### config.mk
export PLATFORM = sky130hd
export DESIGN_NAME = ppam_error_monitor_ctrl
export DESIGN_NICKNAME = d
export VERILOG_FILES = /design/src/rtl/ppam_mon_pkg.sv /design/src/rtl/ppam_lfsr16.sv /design/src/rtl/ppam_error_monitor_ctrl.sv
export SDC_FILE = /design/constraint.sdc
export NUM_CORES = 1
export LEC_CHECK = 0
export CAP_MARGIN = 20
export CORE_MARGIN = 1.5
export CORE_UTILIZATION = 59
export CTS_BUF_LIST = sky130_fd_sc_hd__clkbuf_8
export DETAILED_ROUTE_END_ITERATION = 10
export GPL_ROUTABILITY_DRIVEN = 0
export PLACE_DENSITY_LB_ADDON = 0.08
export RECOVER_POWER = 50
export SLEW_MARGIN = 40
export SYNTH_ARGS = -nofsm -noshare
export SYNTH_HDL_FRONTEND = slang
export SYNTH_SLANG_ARGS = --single-unit
### constraint.sdc
create_clock -name clk -period 10.73 [get_ports clk]
set_input_delay 2.146 -clock clk [delete_from_list [all_inputs] [get_ports clk]]
set_output_delay 2.146 -clock clk [all_outputs]
set_load 0.005 [all_outputs]
### src/rtl/ppam_mon_pkg.sv
// Shared types and constants for the approximate-multiplier error monitor
// and its LFSR operand generator.
package ppam_mon_pkg;

  typedef enum logic [2:0] {
    IDLE,
    LOAD,
    SETTLE,
    CHECK,
    DONE
  } mon_state_t;

  localparam int OP_W   = 8;
  localparam int PROD_W = 16;
  localparam int ACC_W  = 32;

  // Taps 16,14,13,11 of a right-shifting Fibonacci LFSR land on bits 0,2,3,5.
  localparam logic [15:0] LFSR_TAPS    = 16'h002D;
  localparam logic [15:0] DEFAULT_SEED = 16'hACE1;

  function automatic logic [15:0] lfsr_next(input logic [15:0] v);
    return {^(v & LFSR_TAPS), v[15:1]};
  endfunction

endpackage

### src/rtl/ppam_lfsr16.sv
// 16-bit maximal-length Fibonacci LFSR with seed load; shared by the
// multiplier characterisation blocks.
module ppam_lfsr16
  import ppam_mon_pkg::*;
(
  input  logic        clk,
  input  logic        rst_n,
  input  logic        load,
  input  logic [15:0] seed,
  input  logic        step,
  output logic [15:0] value
);

  always_ff @(posedge clk) begin
    if (!rst_n || load) begin
      value <= seed;
    end else if (step) begin
      value <= lfsr_next(value);
    end
  end

endmodule

### src/rtl/ppam_error_monitor_ctrl.sv
// Sequencer that drives LFSR operands into an 8x8 approximate multiplier,
// waits for it to settle and accumulates error statistics against the exact product.
module ppam_error_monitor_ctrl
  import ppam_mon_pkg::*;
#(
  parameter int          N_SAMPLES     = 10000,
  parameter int          SETTLE_CYCLES = 4,
  parameter logic [15:0] LFSR_SEED     = DEFAULT_SEED
) (
  input  logic        clk,
  input  logic        rst_n,
  input  logic        start,
  input  logic        abort,
  output logic        busy,
  output logic        done,
  output logic [7:0]  mul_a,
  output logic [7:0]  mul_b,
  input  logic [15:0] mul_p,
  output logic [15:0] sample_cnt,
  output logic [15:0] err_count,
  output logic [31:0] sum_abs_ed,
  output logic [15:0] max_ed
);

  localparam logic [15:0] N_LAST      = N_SAMPLES[15:0];
  localparam logic [7:0]  SETTLE_INIT = 8'(SETTLE_CYCLES - 1);

  mon_state_t  state;
  logic [7:0]  settle_cnt;
  logic [15:0] lfsr_value;
  logic        lfsr_load;
  logic        lfsr_step;
  logic        start_ok;
  logic [15:0] exact;
  logic [15:0] ed;
  logic [15:0] sample_next;

  // Unsigned distance without going through a signed difference.
  function automatic logic [15:0] abs_diff(input logic [15:0] x, input logic [15:0] y);
    return (x >= y) ? (x - y) : (y - x);
  endfunction

  always_comb begin
    start_ok    = start && (state == IDLE || state == DONE);
    lfsr_load   = start_ok;
    lfsr_step   = (state == LOAD) && !abort;
    exact       = {8'd0, mul_a} * {8'd0, mul_b};
    ed          = abs_diff(exact, mul_p);
    sample_next = sample_cnt + 16'd1;
  end

  ppam_lfsr16 u_lfsr (
    .clk   (clk),
    .rst_n (rst_n),
    .load  (lfsr_load),
    .seed  (LFSR_SEED),
    .step  (lfsr_step),
    .value (lfsr_value)
  );

  always_ff @(posedge clk) begin
    if (!rst_n) begin
      state      <= IDLE;
      busy       <= 1'b0;
      done       <= 1'b0;
      mul_a      <= '0;
      mul_b      <= '0;
      settle_cnt <= '0;
      sample_cnt <= '0;
      err_count  <= '0;
      sum_abs_ed <= '0;
      max_ed     <= '0;
    end else begin
      case (state)
        IDLE, DONE: begin
          if (start_ok) begin
            state      <= LOAD;
            busy       <= 1'b1;
            done       <= 1'b0;
            sample_cnt <= '0;
            err_count  <= '0;
            sum_abs_ed <= '0;
            max_ed     <= '0;
          end else if (state == DONE) begin
            busy <= 1'b0;
            done <= 1'b1;
          end
        end
        LOAD: begin
          if (abort) begin
            state <= IDLE;
            busy  <= 1'b0;
          end else begin
            mul_a      <= lfsr_value[15:8];
            mul_b      <= lfsr_value[7:0];
            settle_cnt <= SETTLE_INIT;
            state      <= SETTLE;
          end
        end
        SETTLE: begin
          if (abort) begin
            state <= IDLE;
            busy  <= 1'b0;
          end else if (settle_cnt == 8'd0) begin
            state <= CHECK;
          end else begin
            settle_cnt <= settle_cnt - 8'd1;
          end
        end
        CHECK: begin
          // The sample is always accounted, even when aborting on this edge.
          if (ed != 16'd0) err_count <= err_count + 16'd1;
          sum_abs_ed <= sum_abs_ed + {16'd0, ed};
          if (ed > max_ed) max_ed <= ed;
          sample_cnt <= sample_next;
          if (abort) begin
            state <= IDLE;
            busy  <= 1'b0;
          end else if (sample_next == N_LAST) begin
            state <= DONE;
          end else begin
            state <= LOAD;
          end
        end
        default: begin
          state <= IDLE;
          busy  <= 1'b0;
        end
      endcase
    end
  end

endmodule

==> qor.yml, run 1 <==
status:
  status: "finished, violations left"
  violations: "capacitance limit, slew limit"
floorplan:
  die_w_um: 135
  ios: 118
  die_h_um: 135
  core_um2: 16800
  dieArea_um2: 18100
  row_count: 47
  initial_core_util: 0.609
power_and_ir_drop:
  p_sw_w: 0.000368
  power.total_w: 0.00112
  combinationalPowerShare: 0.199
  pwr-share-seq: 0.440
  p_per_area_nw_per_um2: 94.5
  vdd_drop_max_uv: 77.4
  internal_power_w: 0.000753
  pwr-share-clk: 0.360
  switching_share: 0.328
  leakage_nw: 5.40
placement:
  placedCellCount: 1545
  dp_hpwl_um: 19100
  pre_cts_ws_ps: 1240
  numPortBuffers: 117
clock_network:
  cts_tree: "done"
  cts.sinks: 125
  hold_buffers: 0
  path_clk_slew_ps: 90
  worstSkewPairLatency_ps: 440
  cts-resized-gates: 0
  cts-root-buf: "clkbuf_8"
  cts_made_buffers: 17
  cts_setup_buffers: 0
  htreeDepth: 4
  cts_buffer_depth: 2
logic_synthesis:
  synth_nets: 1419
  synthArstFlopShare: 0
  synth_area_um2: 10200
  yosys_warnings: 0
  ys_types: 68
  synth_cells: 1253
  ys_seq_area_frac: 0.245
  synth_ff_type: "dfxtp_1"
  synth_seq_cells: 125
  synth-edff-count: 0
  syn_area_per_cell_um2: 8.15
setup_path:
  path_common_cell: "a21oi_1"
  critPathTopFamily: "compound AO/OA/AOI/OAI gates"
  cp_max_fo: 17
  crit_path_max_incr_delay_ps: 670
  cp-start-kind: "flip-flop"
  end_kind: "flip-flop"
  critPathBufInv: 3
  cp.required_ps: 10890
  crit_slowest_cell: "o32a_1"
  worstSetupPathType: "flip-flop to flip-flop"
  critPathArrivalTime_ps: 9790
run:
  max-cap-violations: 1
timing:
  drv_slew: 69
  fin_tns_setup_ps: 0
  setup_ws_ps: 1100
  hold_violations: 0
  rsz0062_at_grt: "false"
  post-route-min-period_ps: 9630
  fmax_mhz: 104
  holdWs_ps: 457
  tightestPinTransition_ps: 3320
  min_period_over_period: 0.898
  setup_viol: 0
  clock_skew_ps: 16.5
  relSlewSlack: -1.21
grt:
  antenna_found_initial: 0
  grt_pass1_wl_um: 42300
  grt_pass1_vias: 8700
  grt_max_degree: 69
  grt-ovfl-total: 0
  grtUsageTotal: 0.289
detailed_routing:
  route.detailed.drc: 0
  ant_nets: 0
  drtIter0Drc: 586
  wl_per_cell_um: 16.2
  routed_wl_um: 25500
  vias: 9150
  drt-pass1-iter-count: 5
  via_per_inst: 5.80
final_layout:
  fin_nets: 1510
  syn_to_final_growth_pct: 16.2
  stdcell_count: 1577
  multiInputGateArea_um2: 7020
  regArea_um2: 2500
  fill_cells: 1367
  diodes: 0
  drive_gt1_frac: 0.0516
hold_path:
  holdCritPathClass: "flip-flop to flip-flop"
[per-layer routing]
metal,global-route usage,part of all wire
met3,0.0450,0.054
met5,0,0
met4,0.105,0.026
met1,0.372,0.44
met2,0.490,0.48
[worst register-to-register path: cells and delay by family, from the launching register on]
family / cells / cell delay, ps
multiplexers: 1 / 340
AND/OR/NAND/NOR: 8 / 1380
XOR/XNOR: 2 / 410
flip-flops: 1 / 400
adder cells (fa/ha/maj): 7 / 3140
AO/OA/AOI/OAI: 16 / 3510
buffers and inverters: 3 / 190
[path summary, 6_finish.rpt]
check	slack, ps	depth (start not counted)	from	end
max	1100	37	mul_a[1]	sum_abs_ed[31]
min	460	2	u_lfsr.value[12]	u_lfsr.value[12]
max reg2reg	1100	37	mul_a[1]	sum_abs_ed[31]
min reg2reg	460	2	u_lfsr.value[12]	u_lfsr.value[12]
[flip-flops by register name (all words and copies together) (netlist names), 3 cells and up]
| signal | cells |
|---|---|
| err_count | 16 |
| state | 3 |
| mul_a | 8 |
| max_ed | 16 |
| mul_b | 8 |
| sample_cnt | 16 |
| u_lfsr.value | 16 |
| settle_cnt | 8 |
| sum_abs_ed | 32 |
[cell usage in the layout, fill, tap and decap left out, types with 8 or more instances in the layout]
master / netlist / layout
fa_1: 39 / 39
mux2i_1: 22 / 22
ha_1: 107 / 107
o21ai_0: 40 / 40
a211oi_1: 9 / 9
a22oi_1: 14 / 14
nor2_1: 84 / 82
nor2b_1: 10 / 10
a21oi_1: 100 / 100
clkbuf_8: 0 / 17
and2_1: 67 / 67
xor2_1: 19 / 19
o211ai_1: 8 / 8
dlygate4sd3_1: 0 / 86
xnor2_1: 26 / 26
inv_1: 126 / 125
and3_1: 21 / 21
nand3_1: 47 / 47
a21o_1: 28 / 28
nor3_1: 20 / 20
nand2b_1: 19 / 19
clkdlybuf4s50_1: 0 / 31
a311oi_1: 8 / 8
dfxtp_1: 125 / 125
nand2_1: 126 / 126
a21boi_0: 11 / 11
nand4_1: 9 / 9
[synthesized netlist by cell type (9+ instances only)]
cell type | count | area, µm²
a211oi_1 | 9 | 67.6
a21boi_0 | 11 | 82.6
a21o_1 | 28 | 210
a21oi_1 | 100 | 500
a22oi_1 | 14 | 105
and2_1 | 67 | 419
and3_1 | 21 | 131
clkbuf_1 | 36 | 135
dfxtp_1 | 125 | 2500
fa_1 | 39 | 781
ha_1 | 107 | 1340
inv_1 | 126 | 473
mux2i_1 | 22 | 220
nand2_1 | 126 | 473
nand2b_1 | 19 | 119
nand3_1 | 47 | 235
nand4_1 | 9 | 56.3
nor2_1 | 84 | 315
nor2b_1 | 10 | 62.6
nor3_1 | 20 | 100
o21ai_0 | 40 | 200
xnor2_1 | 26 | 228
xor2_1 | 19 | 166
[final cells by class]
type                            count  area share
Clock buffer                       17      0.0197
Clock inverter                     15      0.0127
Inverter                          126      0.0399
Multi-Input combinational cell    951       0.592
Sequential cell                   125       0.211
Tap cell                          220      0.0232
Timing Repair Buffer              123       0.102
[logic make-up after synthesis]
family                   after synthesis  share of synthesized area
XOR/XNOR                              45                     0.0386
flip-flops                           125                      0.245
buffers and inverters                177                     0.0701
AND/OR/NAND/NOR                      441                      0.215
multiplexers                          30                     0.0315
AO/OA/AOI/OAI                        289                      0.192
adder cells (fa/ha/maj)              146                      0.208
[power groups by stage]
stage	registers, W	clock network, W	logic [W]
floorplan	0.000499	0	0.000158
global placement	0.000503	0	0.000217
detailed placement	0.000504	0	0.000221
CTS	0.000494	0.000410	0.000224
global route	0.000496	0.000430	0.000249
finish	0.000494	0.000404	0.000224
[per-stage QoR]
stage                     cell area (µm²)  utilization
after global placement              11500        0.684
after detailed placement            11500        0.685
final                               11900        0.708
after CTS                           11900        0.708
after floorplan                     10200            -
after global routing                11900        0.708
No activity file was read; power rests on OpenSTA's default activity.
==> run 2: changes to the inputs <==
Settings changed: HOLD_SLACK_MARGIN from default to 0.1, MAX_ROUTING_LAYER from default to met4.
==> run 2 against run 1 <==
Net effect: the run still ends with capacitance limit, slew limit left; flip-flop and latch count is the same; non-clock buffer count is the same; sequential share of layout area is the same; total power grew 0.16%; worst hold slack gained 2.0 ps; sequential power is essentially flat; via count grew 0.28%; final cell count is the same; first-iteration DRC count grew 4.1%; die area is the same; largest power group unchanged.
==> qor.yml, run 2 (same netlist as run 1, synthesis figures left out) <==
timing:
  rsz0062_at_grt: "false"
  post-route-min-period_ps: 9630
  setup_viol: 0
  fmax_mhz: 104
  relSlewSlack: -1.15
  hold_violations: 0
  tightestPinTransition_ps: 3230
  clock_skew_ps: 16.0
  fin_tns_setup_ps: 0
  min_period_over_period: 0.898
  drv_slew: 69
hold_path:
  holdCritPathClass: "flip-flop to flip-flop"
status:
  violations: "capacitance limit, slew limit"
  status: "finished, violations left"
placement:
  numPortBuffers: 117
  dp_hpwl_um: 19100
detailed_routing:
  via_per_inst: 5.82
  route.detailed.drc: 0
  drt-pass1-iter-count: 5
  drtIter0Drc: 610
  ant_nets: 0
  wl_per_cell_um: 16.2
  vias: 9176
  wl_met2_um: 12200
  routed_wl_um: 25500
  topRoutingLayerUsed: "met4"
  drt-met1-wl_um: 11300
  wl_met3_um: 1420
final_layout:
  layout_common_cells: "nand2_1, inv_1, dfxtp_1, ha_1, a21oi_1"
  fin_nets: 1510
  final_util: 0.708
  diodes: 0
  largest_reg_flops: 32
  drive_gt1_frac: 0.0516
  syn_to_final_growth_pct: 16.2
  final_common_cell: "nand2_1"
  top_register: "sum_abs_ed"
clock_network:
  worstSkewPairLatency_ps: 440
  cts_tree: "done"
  path_clk_slew_ps: 90
  hold_buffers: 0
  cts-root-buf: "clkbuf_8"
  cts_buffer_depth: 2
  cts-resized-gates: 0
  htreeDepth: 4
  cts_made_buffers: 17
  cts.sinks: 125
  cts_setup_buffers: 0
floorplan:
  ios: 118
  row_count: 47
  die_w_um: 135
  core_um2: 16800
  die_h_um: 135
  dieArea_um2: 18100
  initial_core_util: 0.609
power_and_ir_drop:
  leakage_nw: 5.40
  vdd_drop_max_uv: 78.7
  p_per_area_nw_per_um2: 94.7
setup_path:
  startpoint: "mul_a[1]"
  path_common_cell: "a21oi_1"
  crit_cells: 37
  r2r_end: "sum_abs_ed[31]"
  cp-start-kind: "flip-flop"
  crit_end: "sum_abs_ed[31]"
  worstSetupPathType: "flip-flop to flip-flop"
  critPathBufInv: 3
  cp.required_ps: 10900
  r2r-start: "mul_a[1]"
  r2r_setup_slack_ps: 1100
  crit_slowest_cell: "o32a_1"
  crit_path_max_incr_delay_ps: 670
  cp_max_fo: 17
  r2r_cells: 37
  end_kind: "flip-flop"
  critPathTopFamily: "compound AO/OA/AOI/OAI gates"
  critPathArrivalTime_ps: 9810
grt:
  grtUsageTotal: 0.298
  antenna_found_initial: 0
  grt_pass1_wl_um: 42300
  grt-ovfl-total: 0
  grt_pass1_vias: 8689
  grt_max_degree: 69
run:
  max-cap-violations: 1
==> run 2: cell counts in the layout (fill, tap and decap cells not counted) <==
No cell type changed its count.
==> run 2: area by class of cell <==
| type | count | area [µm²] |
|---|---|---|
| inverters | 126 | 473 |
| repair buffers | 123 | 1210 |
| multi-input cells | 951 | 7020 |
| well taps | 220 | 275 |
| fillers | 1367 | 4900 |
| clock inverters | 15 | 150 |
| flip-flops and latches | 125 | 2500 |
| clock buffers | 17 | 234 |
==> run 2: tightest hold or removal path: stages, from the launching register on <==
cell and delay, ps:
dfxtp_1 310, nand2_1 50, a21oi_1 50
==> run 2: layer usage <==
| metal | GRT usage | vias to the layer above |
|---|---|---|
| met2 | 0.489 | 302 |
| met5 | - | - |
| met3 | 0.0435 | 41 |
| met4 | 0.105 | 0 |
| met1 | 0.375 | 4320 |
| li1 | - | 4513 |
==> run 2: worst min-delay path by stage <==
| stage | startpoint | end | depth (start not counted) |
|---|---|---|---|
| after detailed placement | u_lfsr.value[1] | u_lfsr.value[1] | 2 |
| final | u_lfsr.value[1] | u_lfsr.value[1] | 2 |
| after global routing | u_lfsr.value[14] | u_lfsr.value[14] | 2 |
| after CTS | u_lfsr.value[1] | u_lfsr.value[1] | 2 |
| after floorplan | u_lfsr.value[12] | u_lfsr.value[12] | 2 |
| after global placement | u_lfsr.value[4] | u_lfsr.value[4] | 2 |
==> run 2: metrics by stage <==
step	total power (W)	std cells	cell area, µm²	setup WS (ps)	hold WS (ps)
after global routing	0.00118	1577	11900	392	477
after floorplan	0.000657	1253	10200	2270	437
after detailed placement	0.000725	1545	11500	1240	447
final	0.00112	1577	11900	1100	459
after CTS	0.00113	1577	11900	1170	458
after global placement	0.000720	1544	11500	1360	441
==> run 2: where the power goes <==
part,total [W],internal [W],switching (W)
sequential,0.000494,0.000477,0.0000173
clock,0.000406,0.000190,0.000215
combinational,0.000224,0.0000862,0.000137
total,0.00112,0.000753,0.000370
